## config.mk

```make
export PLATFORM = sky130hd
export DESIGN_NAME = wb_arbiter_flat
export DESIGN_NICKNAME = d
export VERILOG_FILES = /design/src/rtl/wb_pkg.sv /design/src/rtl/wb_arbiter_if.sv /design/src/rtl/wb_fifo.sv /design/src/rtl/wb_arbiter.sv /design/src/flat_wrapper.sv
export SDC_FILE = /design/constraint.sdc
export NUM_CORES = 1
export LEC_CHECK = 0
export ABC_AREA = 1
export ABC_CLOCK_PERIOD_IN_PS = 2200
export BUFFER_PORTS_ARGS = -buffer_cell sky130_fd_sc_hd__buf_4
export CORE_UTILIZATION = 25
export CTS_CLUSTER_SIZE = 25
export DETAILED_ROUTE_END_ITERATION = 10
export HOLD_SLACK_MARGIN = 0.06
export REMOVE_ABC_BUFFERS = 1
export SLEW_MARGIN = 15
export SYNTH_ARGS = -nofsm -noshare
export SYNTH_HDL_FRONTEND = slang
export SYNTH_SLANG_ARGS = --single-unit
export TNS_END_PERCENT = 1
```

## constraint.sdc

```tcl
create_clock -name clk -period 2.2 [get_ports clk]
set_clock_uncertainty 0.2 [all_clocks]
set_input_delay 0.11 -clock clk [delete_from_list [all_inputs] [get_ports clk]]
set_output_delay 0.11 -clock clk [all_outputs]
set_load 0.01 [all_outputs]
```

## src/rtl/wb_pkg.sv

```systemverilog
// Shared types and constants for the writeback arbiter slice.
package wb_pkg;

    localparam int unsigned ADDR_W = 4;
    localparam int unsigned DATA_W = 32;
    localparam int unsigned NREGS  = 1 << ADDR_W;

    typedef struct packed {
        logic [ADDR_W-1:0] addr;
        logic [DATA_W-1:0] data;
    } wb_entry_t;

    typedef enum logic {
        SRC_ALU = 1'b0,
        SRC_MEM = 1'b1
    } src_t;

    function automatic logic [NREGS-1:0] reg_onehot(input logic [ADDR_W-1:0] a);
        logic [NREGS-1:0] v;
        v    = '0;
        v[a] = 1'b1;
        return v;
    endfunction

endpackage

```

## src/rtl/wb_arbiter_if.sv

```systemverilog
// Result streams in, register-bank write port and pending mask out.
interface wb_arbiter_if;
    import wb_pkg::*;

    logic              alu_valid;
    logic              alu_ready;
    logic [ADDR_W-1:0] alu_addr;
    logic [DATA_W-1:0] alu_data;
    logic              mem_valid;
    logic              mem_ready;
    logic [ADDR_W-1:0] mem_addr;
    logic [DATA_W-1:0] mem_data;
    logic              wb_hold;
    logic              we3;
    logic [ADDR_W-1:0] wa3;
    logic [DATA_W-1:0] wd3;
    logic [NREGS-1:0]  pending_mask;

    modport master (
        output alu_valid, alu_addr, alu_data,
        output mem_valid, mem_addr, mem_data,
        output wb_hold,
        input  alu_ready, mem_ready,
        input  we3, wa3, wd3, pending_mask
    );

    modport slave (
        input  alu_valid, alu_addr, alu_data,
        input  mem_valid, mem_addr, mem_data,
        input  wb_hold,
        output alu_ready, mem_ready,
        output we3, wa3, wd3, pending_mask
    );

endinterface

```

## src/rtl/wb_fifo.sv

```systemverilog
// Per-source result FIFO; exposes per-slot valid bits and addresses for the pending mask.
module wb_fifo
    import wb_pkg::*;
#(
    parameter int unsigned DEPTH = 4
) (
    input  logic              clk,
    input  logic              rst,
    input  logic              push,
    input  logic              pop,
    input  wb_entry_t         din,
    output wb_entry_t         dout,
    output logic              empty,
    output logic              full,
    output logic [DEPTH-1:0]  valid,
    output logic [ADDR_W-1:0] addrs [DEPTH]
);

    localparam int unsigned PW = $clog2(DEPTH);
    localparam int unsigned CW = $clog2(DEPTH) + 1;

    wb_entry_t        store [DEPTH];
    logic [PW-1:0]    wptr;
    logic [PW-1:0]    rptr;
    logic [CW-1:0]    count;
    logic [DEPTH-1:0] valid_q;
    logic             do_push;
    logic             do_pop;

    assign full    = (count == CW'(DEPTH));
    assign empty   = (count == '0);
    assign do_push = push & ~full;
    assign do_pop  = pop & ~empty;
    assign dout    = store[rptr];
    assign valid   = valid_q;

    always_comb begin
        for (int unsigned i = 0; i < DEPTH; i++) begin
            addrs[i] = store[i].addr;
        end
    end

    always_ff @(posedge clk) begin
        if (do_push) begin
            store[wptr] <= din;
        end
    end

    // Pop clears its slot before push sets one; they never alias since
    // push needs !full and pop needs !empty when pointers are equal.
    always_ff @(posedge clk) begin
        if (!rst) begin
            wptr    <= '0;
            rptr    <= '0;
            count   <= '0;
            valid_q <= '0;
        end else begin
            if (do_pop) begin
                valid_q[rptr] <= 1'b0;
                rptr          <= rptr + 1'b1;
            end
            if (do_push) begin
                valid_q[wptr] <= 1'b1;
                wptr          <= wptr + 1'b1;
            end
            case ({do_push, do_pop})
                2'b10:   count <= count + 1'b1;
                2'b01:   count <= count - 1'b1;
                default: count <= count;
            endcase
        end
    end

endmodule

```

## src/rtl/wb_arbiter.sv

```systemverilog
// Writeback stage: two buffered result streams, round-robin onto one register write port.
module wb_arbiter
    import wb_pkg::*;
#(
    parameter int unsigned DEPTH = 4
) (
    input  logic         clk,
    input  logic         rst,
    wb_arbiter_if.slave  bus
);

    wb_entry_t         alu_din;
    wb_entry_t         mem_din;
    wb_entry_t         alu_head;
    wb_entry_t         mem_head;
    logic              alu_empty;
    logic              alu_full;
    logic              mem_empty;
    logic              mem_full;
    logic [DEPTH-1:0]  alu_vld;
    logic [DEPTH-1:0]  mem_vld;
    logic [ADDR_W-1:0] alu_addrs [DEPTH];
    logic [ADDR_W-1:0] mem_addrs [DEPTH];
    logic              alu_push;
    logic              mem_push;
    logic              grant_alu;
    logic              grant_mem;
    src_t              last_grant;
    src_t              last_grant_nxt;
    logic              we3_q;
    logic [ADDR_W-1:0] wa3_q;
    logic [DATA_W-1:0] wd3_q;
    logic [NREGS-1:0]  mask;

    assign bus.alu_ready = ~alu_full;
    assign bus.mem_ready = ~mem_full;
    assign alu_push      = bus.alu_valid & ~alu_full;
    assign mem_push      = bus.mem_valid & ~mem_full;
    assign alu_din       = '{addr: bus.alu_addr, data: bus.alu_data};
    assign mem_din       = '{addr: bus.mem_addr, data: bus.mem_data};

    wb_fifo #(.DEPTH(DEPTH)) u_alu_fifo (
        .clk   (clk),
        .rst   (rst),
        .push  (alu_push),
        .pop   (grant_alu),
        .din   (alu_din),
        .dout  (alu_head),
        .empty (alu_empty),
        .full  (alu_full),
        .valid (alu_vld),
        .addrs (alu_addrs)
    );

    wb_fifo #(.DEPTH(DEPTH)) u_mem_fifo (
        .clk   (clk),
        .rst   (rst),
        .push  (mem_push),
        .pop   (grant_mem),
        .din   (mem_din),
        .dout  (mem_head),
        .empty (mem_empty),
        .full  (mem_full),
        .valid (mem_vld),
        .addrs (mem_addrs)
    );

    // last_grant only moves when both sources contend.
    always_comb begin
        grant_alu      = 1'b0;
        grant_mem      = 1'b0;
        last_grant_nxt = last_grant;
        if (!bus.wb_hold) begin
            if (!alu_empty && !mem_empty) begin
                if (last_grant == SRC_MEM) begin
                    grant_alu      = 1'b1;
                    last_grant_nxt = SRC_ALU;
                end else begin
                    grant_mem      = 1'b1;
                    last_grant_nxt = SRC_MEM;
                end
            end else if (!alu_empty) begin
                grant_alu = 1'b1;
            end else if (!mem_empty) begin
                grant_mem = 1'b1;
            end
        end
    end

    always_ff @(posedge clk) begin
        if (!rst) begin
            last_grant <= SRC_MEM;
        end else begin
            last_grant <= last_grant_nxt;
        end
    end

    // wa3/wd3 keep their last value on idle cycles; only we3 drops.
    always_ff @(posedge clk) begin
        if (!rst) begin
            we3_q <= 1'b0;
            wa3_q <= '0;
            wd3_q <= '0;
        end else if (grant_alu) begin
            we3_q <= 1'b1;
            wa3_q <= alu_head.addr;
            wd3_q <= alu_head.data;
        end else if (grant_mem) begin
            we3_q <= 1'b1;
            wa3_q <= mem_head.addr;
            wd3_q <= mem_head.data;
        end else begin
            we3_q <= 1'b0;
        end
    end

    always_comb begin
        mask = '0;
        for (int unsigned i = 0; i < DEPTH; i++) begin
            if (alu_vld[i]) mask = mask | reg_onehot(alu_addrs[i]);
            if (mem_vld[i]) mask = mask | reg_onehot(mem_addrs[i]);
        end
        if (we3_q) mask = mask | reg_onehot(wa3_q);
    end

    assign bus.we3          = we3_q;
    assign bus.wa3          = wa3_q;
    assign bus.wd3          = wd3_q;
    assign bus.pending_mask = mask;

endmodule

```

## src/flat_wrapper.sv

```systemverilog
// flat-port wrapper written by rule: the top's interface ports become plain ports
module wb_arbiter_flat import wb_pkg::*;
#(
    parameter int unsigned DEPTH = 4
)
  (clk, rst, bus_alu_valid, bus_alu_addr, bus_alu_data, bus_mem_valid, bus_mem_addr, bus_mem_data, bus_wb_hold, bus_alu_ready, bus_mem_ready, bus_we3, bus_wa3, bus_wd3, bus_pending_mask);
  wb_arbiter_if bus_i ();
  input  logic clk;
  input  logic rst;
  input wire logic [$bits(bus_i.alu_valid)-1:0] bus_alu_valid;
  input wire logic [$bits(bus_i.alu_addr)-1:0] bus_alu_addr;
  input wire logic [$bits(bus_i.alu_data)-1:0] bus_alu_data;
  input wire logic [$bits(bus_i.mem_valid)-1:0] bus_mem_valid;
  input wire logic [$bits(bus_i.mem_addr)-1:0] bus_mem_addr;
  input wire logic [$bits(bus_i.mem_data)-1:0] bus_mem_data;
  input wire logic [$bits(bus_i.wb_hold)-1:0] bus_wb_hold;
  output wire logic [$bits(bus_i.alu_ready)-1:0] bus_alu_ready;
  output wire logic [$bits(bus_i.mem_ready)-1:0] bus_mem_ready;
  output wire logic [$bits(bus_i.we3)-1:0] bus_we3;
  output wire logic [$bits(bus_i.wa3)-1:0] bus_wa3;
  output wire logic [$bits(bus_i.wd3)-1:0] bus_wd3;
  output wire logic [$bits(bus_i.pending_mask)-1:0] bus_pending_mask;
  assign bus_i.alu_valid = bus_alu_valid;
  assign bus_i.alu_addr = bus_alu_addr;
  assign bus_i.alu_data = bus_alu_data;
  assign bus_i.mem_valid = bus_mem_valid;
  assign bus_i.mem_addr = bus_mem_addr;
  assign bus_i.mem_data = bus_mem_data;
  assign bus_i.wb_hold = bus_wb_hold;
  assign bus_alu_ready = bus_i.alu_ready;
  assign bus_mem_ready = bus_i.mem_ready;
  assign bus_we3 = bus_i.we3;
  assign bus_wa3 = bus_i.wa3;
  assign bus_wd3 = bus_i.wd3;
  assign bus_pending_mask = bus_i.pending_mask;
  wb_arbiter #(.DEPTH(DEPTH)) u_core (.clk(clk), .rst(rst), .bus(bus_i));
endmodule
```

==> flow_metrics.py, run 1 <==
metrics = {
    "logic_synthesis": {
        "netlist_area_mm2": 0.0162,
        "synth_cells": 1777,
        "yosys-top-cells-count": "nand2_1 (540), edfxtp_1 (288), nand3_1 (281)",
        "avgSynthCellArea_um2": 9.11,
        "ys_async_sr_fraction_pct": 0,
        "yosys_register_bits": 352,
        "ys.warnings.count": 0,
        "yosysTopAreaCell": "edfxtp_1",
        "synth-main-ff-cell": "edfxtp_1",
        "synth_edf_count": 288,
        "ys_seq_area_share_pct": 61.3,
        "synth_top_area_share_pct": 53.4,
        "yosysMostFrequentCell": "nand2_1",
        "synth_cell_type_count": 30,
        "synth_area_leaders": "edfxtp_1 (53%), nand2_1 (13%), nand3_1 (8.7%), dfxtp_1 (7.9%), inv_1 (5.7%)",
    },
    "pwr": {
        "p_comb_share_pct": 31.7,
        "power_per_cell_area_mw_per_mm2": 1110,
        "power_uw": 23000,
        "ir_drop_mv": 0.699,
        "switching_share_pct": 35.2,
        "internal-power_uw": 14900,
        "switchingPower_uw": 8080,
        "seq_power_share_pct": 38.7,
        "clockPowerShare_pct": 29.6,
        "p_leak_uw": 0.00881,
    },
    "grt": {
        "overflow": 0,
        "grt_pass1_wl_um": 73200,
        "grt_max_degree": 48,
        "grt_antenna_before_repair": 9,
        "grtUsageTotal_pct": 14.4,
        "grt_pass1_vias": 12400,
    },
    "floorplanning": {
        "fp.dieW_um": 257,
        "io_pins": 132,
        "core_mm2": 0.0635,
        "die_h_um": 257,
        "dieArea_mm2": 0.0658,
        "num_rows": 92,
        "initial_core_util_pct": 25.5,
    },
    "sta": {
        "rsz0062_at_grt": "yes",
        "worstMarginPinSlew_ps": 593,
        "max_freq_mhz": 456,
        "finalSetupViolCount": 0,
        "whs_ps": 95.6,
        "worst_slack_ps": 6.25,
        "period_needed_ps": 2190,
        "slew_headroom_pct": 60.4,
        "drv_slew": 0,
        "final.period_utilization_pct": 99.7,
        "hold_viol_final": 0,
    },
    "setup_path": {
        "crit_fanout": 6,
        "setup.worst_path.end": "bus_pending_mask[11]",
        "r2r_cells": 13,
        "crit_buf_inv": 2,
        "r2r_start": "u_core.u_alu_fifo.count[0]",
        "arrival_ps": 1880,
        "critical_path.startpoint": "u_core.u_alu_fifo.store[3][32]",
        "critical_path.startpoint_type": "register",
        "slowest_delay_ps": 530,
        "crit_path_top_delay_cell": "edfxtp_1",
        "crit_path_end_kind": "output pin",
        "rrSetupSlack_ps": 150,
        "crit_chain": "buf_6 > nand3_2 > o21ai_0 > nor2_1 > nand3_1 > buf_4",
        "path_delay_family": "flip-flops",
        "regToRegEndpoint": "u_core.u_alu_fifo.count[2]",
        "critical_path_class": "reg -> out",
        "critPathRequiredTime_ps": 1890,
        "path_depth": 6,
    },
    "clock_network": {
        "cts_root_buffer": "clkbuf_16",
        "cts_tree": "yes",
        "cts.path.max_buffers": 3,
        "clk_pin_slew_ps": 60,
        "numClockSinks": 352,
        "clock_latency_ps": 550,
        "htree_num_levels": 2,
        "cts_made_buffers": 36,
    },
    "layout": {
        "final_nets": 2097,
        "area_growth_pct": 27.7,
        "fin_cells": 2878,
        "drive_above_1_share_pct": 16.2,
    },
    "place": {
        "pre_cts_slack_ps": 42.6,
        "gp_congestion": 0.896,
        "numPortBuffers": 131,
        "place.detailed.hpwl_um": 32900,
        "dp_cells": 2719,
    },
    "detailed_routing": {
        "route.met2.wl_um": 22900,
        "routed_wl_um": 48800,
        "vias": 13000,
        "drt-initial-drc-count": 1039,
        "dr_wl_met3_um": 2860,
        "drt.antenna.violating_nets": 0,
        "drc": 0,
        "drt-pass1-iter-count": 5,
        "drt-met1-wl_um": 22000,
        "viasPerCell": 4.53,
        "detail_route.wl_per_cell_um": 16.9,
        "topRoutingLayerUsed": "met5",
    },
    "hold_path": {
        "min_path_type": "in -> reg",
        "holdPathStages": 2,
    },
    "run": {
        "cap_violations": 0,
    },
    "status": {
        "outcome": "complete, no violations",
    },
}
## flip-flops by register name, indices dropped and copies added, names as in the netlist, 3 cells and up, named ones only
name	flops
u_core.u_mem_fifo.valid	4
u_core.u_alu_fifo.count	3
u_core.bus.wa3	4
u_core.bus.wd3	32
u_core.u_alu_fifo.store	144
u_core.u_mem_fifo.store	144
u_core.u_alu_fifo.valid	4
u_core.u_mem_fifo.count	3
## logic make-up after synthesis
group | after synthesis | synth area share, %
compound gates | 72 | 2.47
fa+ha+maj | 20 | 1.64
buf+inv | 329 | 8.20
flops | 352 | 61.3
simple gates | 1004 | 26.4
## power by group through the flow
stage	combinational, µW	clock (µW)	sequential, µW
floorplan	3550	0	9170
global placement	7030	0	8960
detailed placement	7140	0	8970
CTS	7300	6930	8840
global route	8080	7180	8970
finish	7290	6800	8890
## how the worst min path moves through the flow
stage	end	slack (ps)	startpoint
after floorplan	u_core.last_grant	9	rst
after global placement	u_core.u_mem_fifo.store[0][23]	110	bus_mem_data[23]
after detailed placement	u_core.u_mem_fifo.store[1][23]	110	bus_mem_data[23]
after CTS	u_core.u_alu_fifo.store[3][18]	70	bus_alu_data[18]
after global routing	u_core.u_mem_fifo.store[0][23]	90	bus_mem_data[23]
final	u_core.u_alu_fifo.store[2][10]	100	bus_alu_data[10]
## routing by layer
layer | vias to the layer above | track usage, %
met5 | - | 0
li1 | 6284 | -
met4 | 10 | 3.55
met3 | 76 | 2.49
met2 | 429 | 23.7
met1 | 6248 | 19.5
## metrics by stage
step,setup TNS [ps],util (%),instance area [µm²]
3_5_place_dp,0,28.8,18300
5_1_grt,-423,32.6,20700
6_report,0,32.6,20700
4_1_cts,-2.14,32.2,20400
2_1_floorplan,-33770,-,15800
3_3_place_gp,0,28.8,18300
## area by class of cell
class,instances,area [µm²]
fillers,6543,42900
flip-flops and latches,352,9950
multi-input cells,1096,5090
repair buffers,263,2320
well taps,846,1060
clock buffers,46,990
inverters,251,942
clock inverters,20,333
diodes,4,10.0
## timing repair
action / in CTS / in global routing
hold buffers: 76 / 0
endpoints found under the setup margin: 11 / 19
hold endpoints to repair: 321 / 0
setup buffers: 0 / 13
resized for setup: 6 / 74
pin swaps: 0 / 19
## cells in the final DEF (no fill, tap or decap), types with 3 or more instances in the layout
cell type and n:
a21oi_1 24, buf_12 12, buf_4 173, bufinv_16 8, clkbuf_1 6, clkbuf_16 37, clkbuf_8 3, clkinv_1 6
clkinv_2 9, dfxtp_1 51, dfxtp_2 13, diode_2 4, dlygate4sd3_1 76, edfxtp_1 288, ha_1 18, inv_1 225
inv_2 20, nand2_1 534, nand2_2 8, nand3_1 279, nand4_1 41, nor2_1 94, nor2_2 21, nor3_1 15
nor3_2 5, o21ai_0 20, o21ai_1 13, o22ai_1 6
## worst reg2reg max path, cell delays in order (launching register included)
cell and delay, ps:
dfxtp_2 350, nor2_2 50, buf_4 130, a21oi_4 120, nand2_2 70, inv_2 60
ha_1 140, inv_2 60, fa_2 370, a21oi_2 130, o21ai_1 80, nand2_1 60
nand2_1 40, nor2_1 110
(Power assumes the default switching activity.)
==> inputs of run 2 (changes only) <==
--- a/config.mk
+++ b/config.mk
@@ -8,10 +8,12 @@
 export ABC_AREA = 1
 export ABC_CLOCK_PERIOD_IN_PS = 2200
 export BUFFER_PORTS_ARGS = -buffer_cell sky130_fd_sc_hd__buf_4
+export CORE_ASPECT_RATIO = 0.9
 export CORE_UTILIZATION = 25
 export CTS_CLUSTER_SIZE = 25
 export DETAILED_ROUTE_END_ITERATION = 10
 export HOLD_SLACK_MARGIN = 0.06
+export PLACE_DENSITY = 0.51
 export REMOVE_ABC_BUFFERS = 1
 export SLEW_MARGIN = 15
 export SYNTH_ARGS = -nofsm -noshare
==> run 2 against run 1 <==
The run now ends with negative setup slack left. Power fell by 0.37%. Fmax fell by 0.79%. Wire length rose by 2.8%. Sequential power barely moved. Sequential cell count did not move. Clock power fell by 4.9%. First-iteration DRC count fell by 8.5%. Critical path depth did not move. Largest cell class unchanged.
==> flow_metrics.py, run 2 (synthesis gave the netlist of run 1 again) <==
metrics = {
    "floorplanning": {
        "dieArea_mm2": 0.0658,
        "initial_core_util_pct": 25.3,
        "die_h_um": 243,
        "io_pins": 132,
        "num_rows": 88,
        "core_mm2": 0.0641,
        "fp.dieW_um": 270,
    },
    "place": {
        "gp_congestion": 0.885,
        "numPortBuffers": 131,
        "pre_cts_slack_ps": -9.41,
        "place.detailed.hpwl_um": 34500,
    },
    "pwr": {
        "ir_drop_mv": 0.677,
        "p_leak_uw": 0.00901,
        "power_per_cell_area_mw_per_mm2": 1090,
        "power_uw": 22900,
    },
    "clock_network": {
        "clock_latency_ps": 540,
        "htree_num_levels": 2,
        "cts_tree": "yes",
        "numClockSinks": 352,
        "cts.path.max_buffers": 3,
        "cts_root_buffer": "clkbuf_16",
        "cts_made_buffers": 39,
        "clk_pin_slew_ps": 60,
    },
    "setup_path": {
        "arrival_ps": 1900,
        "crit_fanout": 6,
        "crit_path_end_kind": "output pin",
        "critical_path_class": "reg -> out",
        "crit_buf_inv": 2,
        "crit_chain": "buf_6 > nand3_2 > o22ai_1 > nor2_2 > nand3_1 > buf_4",
        "crit_path_top_delay_cell": "edfxtp_1",
        "critical_path.startpoint_type": "register",
        "path_delay_family": "flip-flops",
        "critPathRequiredTime_ps": 1890,
        "slowest_delay_ps": 540,
    },
    "status": {
        "outcome": "finished, violations left",
        "violations": "negative setup slack",
    },
    "detailed_routing": {
        "viasPerCell": 4.49,
        "vias": 13100,
        "drt-met1-wl_um": 22900,
        "routed_wl_um": 50100,
        "drt-initial-drc-count": 951,
        "drt-pass1-iter-count": 5,
        "route.met2.wl_um": 23500,
        "topRoutingLayerUsed": "met5",
        "drt.antenna.violating_nets": 0,
        "dr_wl_met3_um": 2950,
        "detail_route.wl_per_cell_um": 17.2,
        "drc": 0,
    },
    "sta": {
        "final.period_utilization_pct": 101,
        "hold_viol_final": 0,
        "max_freq_mhz": 452,
        "worst_slack_ps": -11.1,
        "finalSetupViolCount": 1,
        "drv_slew": 0,
        "worstMarginPinSlew_ps": 560,
        "rsz0062_at_grt": "yes",
        "slew_headroom_pct": 62.6,
        "whs_ps": 110,
        "period_needed_ps": 2210,
    },
    "run": {
        "cap_violations": 0,
    },
    "layout": {
        "final_cell_mix": "nand2_1 (527), edfxtp_1 (288), nand3_1 (269), inv_1 (232), buf_4 (181)",
        "final_nets": 2117,
        "area_growth_pct": 29.8,
        "drive_above_1_share_pct": 18.7,
        "mostFrequentLayoutCell": "nand2_1",
    },
    "grt": {
        "overflow": 0,
        "grt_max_degree": 73,
        "grt_antenna_before_repair": 4,
        "grt_pass1_wl_um": 75500,
        "grt_pass1_vias": 12600,
        "grtUsageTotal_pct": 15.0,
    },
    "hold_path": {
        "min_path_type": "in -> reg",
    },
}
-- run 2: worst paths after layout --
check                                 start                             to  slack, ps  cells after the start
max          u_core.u_alu_fifo.store[1][34]           bus_pending_mask[15]        -10                      6
min                         bus_mem_data[8]  u_core.u_mem_fifo.store[1][8]        110                      2
min reg2reg              u_core.bus.wd3[30]             u_core.bus.wd3[30]        290                      2
max reg2reg      u_core.u_alu_fifo.count[0]     u_core.u_mem_fifo.count[1]        130                     11
-- run 2: layout make-up --
| cell class | count | area, µm² |
|---|---|---|
| Antenna cell | 2 | 5.00 |
| Clock buffer | 58 | 1140 |
| Clock inverter | 14 | 134 |
| Fill cell | 6664 | 43100 |
| Inverter | 251 | 942 |
| Multi-Input combinational cell | 1096 | 5260 |
| Sequential cell | 352 | 9950 |
| Tap cell | 855 | 1070 |
| Timing Repair Buffer | 280 | 2530 |
-- run 2: where the power goes --
part	leakage [µW]	switching [µW]	total, µW	internal [µW]
Clock	0.000632	2630	6470	3840
Sequential	0.00318	675	8910	8230
Combinational	0.00521	4880	7520	2640
Total	0.00901	8180	22900	14700
-- run 2: routing by layer --
layer	track usage [%]	up-vias
li1	-	6325
met1	20.4	6306
met2	24.9	365
met3	2.57	63
met4	3.07	6
met5	0	-
-- run 2: worst reg2reg max path, stage by stage (launching register included) --
cell and delay (ps):
dfxtp_2 320, nor2_2 120, nand2_1 80, nand2_1 90
nand2_1 80, inv_2 70, ha_1 130, inv_1 70
fa_2 560, nor2_1 40, a21oi_1 140, nor2_1 50
-- run 2: repair_timing --
action / in CTS / in global routing
setup endpoints to repair: 17 / 19
setup buffers: 8 / 20
pin swaps: 12 / 22
resized for setup: 33 / 112
cloned: 0 / 0
endpoints found under the hold margin: 327 / 0
hold buffers: 76 / 0
-- run 2: through the flow --
| step | area [µm²] | TNS (ps) | util (%) | instances |
|---|---|---|---|---|
| after floorplan | 15800 | -33770 | - | 1699 |
| after global routing | 21000 | -545 | 32.8 | 2906 |
| after CTS | 20600 | -93.8 | 32.1 | 2886 |
| after global placement | 18400 | 0 | 28.7 | 2730 |
| after detailed placement | 18400 | -9.41 | 28.7 | 2730 |
| final | 21000 | -11.1 | 32.8 | 2908 |
